[src/rtl/decoder.sv]
// ---------------------------------------------------------------------------
// decoder -- 3-to-8 line decoder with active-high enable and optionally
// registered one-hot outputs.
//
// Parameters:
//   OUT_REG          1: outputs registered (1-cycle latency, async reset)
//                    0: outputs combinational from current inputs
//   OUT_ACTIVE_HIGH  1: selected line 1, others 0
//                    0: all lines inverted (idle/reset state all 1)
//
// Ports:
//   clk        rising-edge clock
//   rst_n      asynchronous active-low reset, clears the output register
//   dcodeing   decode enable, 0 forces all lines inactive
//   input2..0  binary select, input2 is the MSB
//   out0..out7 decoded lines, outN active when enabled and select == N
// ---------------------------------------------------------------------------
module decoder #(
    parameter int OUT_REG         = 1,
    parameter int OUT_ACTIVE_HIGH = 1
) (
    input  logic clk,
    input  logic rst_n,
    input  logic dcodeing,
    input  logic input2,
    input  logic input1,
    input  logic input0,
    output logic out0,
    output logic out1,
    output logic out2,
    output logic out3,
    output logic out4,
    output logic out5,
    output logic out6,
    output logic out7
);

    logic [2:0] sel_p0;
    logic [7:0] dec_p0;
    logic [7:0] dec_p1;
    logic [7:0] lines;

    // Output polarity is applied after the register, so an all-zero
    // internal state always means "all lines inactive".
    function automatic logic [7:0] apply_polarity(input logic [7:0] v);
        if (OUT_ACTIVE_HIGH != 0) begin
            return v;
        end
        return ~v;
    endfunction

    // Stage p0: combinational decode of the current inputs
    assign sel_p0 = {input2, input1, input0};

    always_comb begin
        dec_p0 = '0;
        if (dcodeing) begin
            dec_p0[sel_p0] = 1'b1;
        end
    end

    // Stage p1: output register (or bypass)
    generate
        if (OUT_REG != 0) begin : g_reg
            always_ff @(posedge clk or negedge rst_n) begin
                if (!rst_n) begin
                    dec_p1 <= '0;
                end else begin
                    dec_p1 <= dec_p0;
                end
            end
        end else begin : g_comb
            assign dec_p1 = dec_p0;
        end
    endgenerate

    assign lines = apply_polarity(dec_p1);

    assign out0 = lines[0];
    assign out1 = lines[1];
    assign out2 = lines[2];
    assign out3 = lines[3];
    assign out4 = lines[4];
    assign out5 = lines[5];
    assign out6 = lines[6];
    assign out7 = lines[7];

endmodule

[config.mk]
export PLATFORM = sky130hd
export DESIGN_NAME = decoder
export DESIGN_NICKNAME = d
export VERILOG_FILES = /design/src/rtl/decoder.sv
export SDC_FILE = /design/constraint.sdc
export NUM_CORES = 1
export LEC_CHECK = 0
export ABC_AREA = 1
export CAP_MARGIN = 20
export CORE_AREA = 2 2 39 41
export CTS_BUF_LIST = sky130_fd_sc_hd__clkbuf_4
export DETAILED_ROUTE_END_ITERATION = 10
export DIE_AREA = 0 0 41 43
export GPL_ROUTABILITY_DRIVEN = 0
export SLEW_MARGIN = 5
export SYNTH_ARGS = -nofsm -noshare
export SYNTH_HDL_FRONTEND = slang
export SYNTH_SLANG_ARGS = --single-unit
[constraint.sdc]
create_clock -name clk -period 0.8 [get_ports clk]
set_input_delay 0.12 -clock clk [delete_from_list [all_inputs] [get_ports clk]]
set_output_delay 0.12 -clock clk [all_outputs]
set_load 0.01 [all_outputs]
==> impl_metrics.ini <==
[status]
outcome = finished with violations
violations = setup timing

[synth]
synthFlopType = dfrtp_1
synth.largest_area_cell = dfrtp_1
netlist_area_sq_um = 264.0
async_reset_ff_share_pct = 100.0
netlist_instances = 25
syn_nets = 31
yosys_warnings = 0
ys_seq_area_share_pct = 75.83
synth_top_area_share_pct = 75.83
synth_cell_types = 4
synth_edf_count = 0
ys_seq_elements = 8
syn_area_per_cell_sq_um = 10.56
synthTopCellsByCount = dfrtp_1, nor2_1, nand2_1
synth.area.top_cells = dfrtp_1, nor2_1, nand2_1

[sta]
min_period_ns = 0.8760
setup-tns-final_ns = -0.4058
fin_ws_ns = -0.07602
drv_slew = 0
setup_viol = 8
relSlewSlack_pct = 77.49
period_share_pct = 109.5
hold_viol = 0
max_slew.worst_pin.slew_ns = 0.3365
rsz0062_at_grt = yes
max_freq_mhz = 1142
hold_ws_ns = 0.1388

[grt]
grt_max_degree = 9
grt_pass1_wl_microns = 862
gr-usage-all-layers_pct = 8.020
antenna_found_initial = 0
grt_pass1_vias = 211
overflow = 0

[clock_network]
cts_htree_levels = 1
cts.path.max_buffers = 2
cts_tree = yes
path_clk_slew_ns = 0.05
root_buffer = clkbuf_4
cts_hold_buffers = 0
cts_num_sinks = 8
cts_buffers = 3

[worst_setup_path]
arrival_ns = 0.76
crit_path_top_delay_cell = dfrtp_1
crit_family = flip-flops
path_cells = buf_2
critPathMaxFanout = 1
worstSetupStartpointType = register
critPathBufInv = 1
critPathKind = reg -> out
cp_slowest_stage_delay_ns = 0.37
end_kind = output port
required_ns = 0.68

[finish]
nets = 49
largest_register_ffs = 8
regMostFlops = dec_p1
antenna_cells = 0
top_regs = dec_p1 (8)
syn_to_final_growth_pct = 52.61
drive_above_1_share_pct = 26.83
fin_area_sq_um = 402.9

[detailed_routing]
final_antenna_net_count = 0
dr.pass1.iters = 4
drcViolationCount = 0
via_per_inst = 3.684
drt-total-wl_microns = 490
num_vias = 210
wire_per_inst_microns = 8.596
drtIter0Drc = 1

[pwr]
p_per_area_nw_per_um2 = 1949
peakVddDrop_mv = 0.6019
power_leakage_nw = 0.2279

[floorplan]
fp.dieH_microns = 43
core_area_sq_um = 1384
io_pins = 14
die_width_microns = 41
initial_core_util_pct = 19.08
dieArea_sq_um = 1763
rows = 14

[place]
dp_hpwl_microns = 384.9
dp_slack_ns = -0.1816
portBuffers = 13
place_area_sq_um = 414.1

[run]
maxCapViolCount = 0

[hold_path]
min-delay-path-class = in -> async
## final timing paths
| check | start | endpoint | cells after the start |
|---|---|---|---|
| setup / recovery | dec_p1[1] | out1 | 1 |
| hold / removal | rst_n | dec_p1[3] | 1 |
| max in group asynchronous | rst_n | dec_p1[0] | 1 |
| min in group clk | input1 | dec_p1[7] | 3 |
## routing by layer
layer	share of wire (%)	vias up	GRT usage [%]
met4	0	0	8.000
met3	13	0	3.665
li1	-	104	-
met1	35	93	8.333
met2	52	13	10.94
met5	0	-	0
## power by group
| group | total (mW) | switching (mW) | internal (mW) |
|---|---|---|---|
| Clock | 0.293 | 0.123 | 0.171 |
| Sequential | 0.418 | 0.00259 | 0.416 |
| Combinational | 0.0741 | 0.0377 | 0.0365 |
## cell families (layout without fill, tap and decap cells)
group	Yosys count	in the layout	share of synthesized area [%]
buf+inv	3	19	4.265
flops	8	8	75.83
simple gates	14	14	19.91
## metrics by stage
step	total power, mW	util (%)	std cells
after floorplan	0.4499	-	25
after global placement	0.5074	29.93	54
final	0.7854	29.11	57
after global routing	0.8382	29.11	57
after CTS	0.7948	28.66	57
after detailed placement	0.5086	29.93	54
## final cells by class
class	count	area, sq um
Timing Repair Buffer	13	96.34
Sequential cell	8	200.2
Clock buffer	3	22.52
Multi-Input combinational cell	14	52.55
Tap cell	16	20.02
Fill cell	157	980.9
Inverter	3	11.26
## what timing repair did
action | CTS | global route
setup endpoints to repair | 8 | 8
resized for setup | 32 | 1
setup buffers | 0 | 0
cloned | 0 | 0
## cells in the final DEF, fill, tap and decap left out
| cell type | netlist | routed |
|---|---|---|
| dfrtp_1 | 8 | 8 |
| clkbuf_4 | 0 | 3 |
| nor2_1 | 8 | 8 |
| inv_1 | 3 | 3 |
| nand2_1 | 6 | 6 |
| buf_6 | 0 | 1 |
| clkdlybuf4s50_1 | 0 | 5 |
| buf_2 | 0 | 7 |
Power figures use the tool's default switching activity.
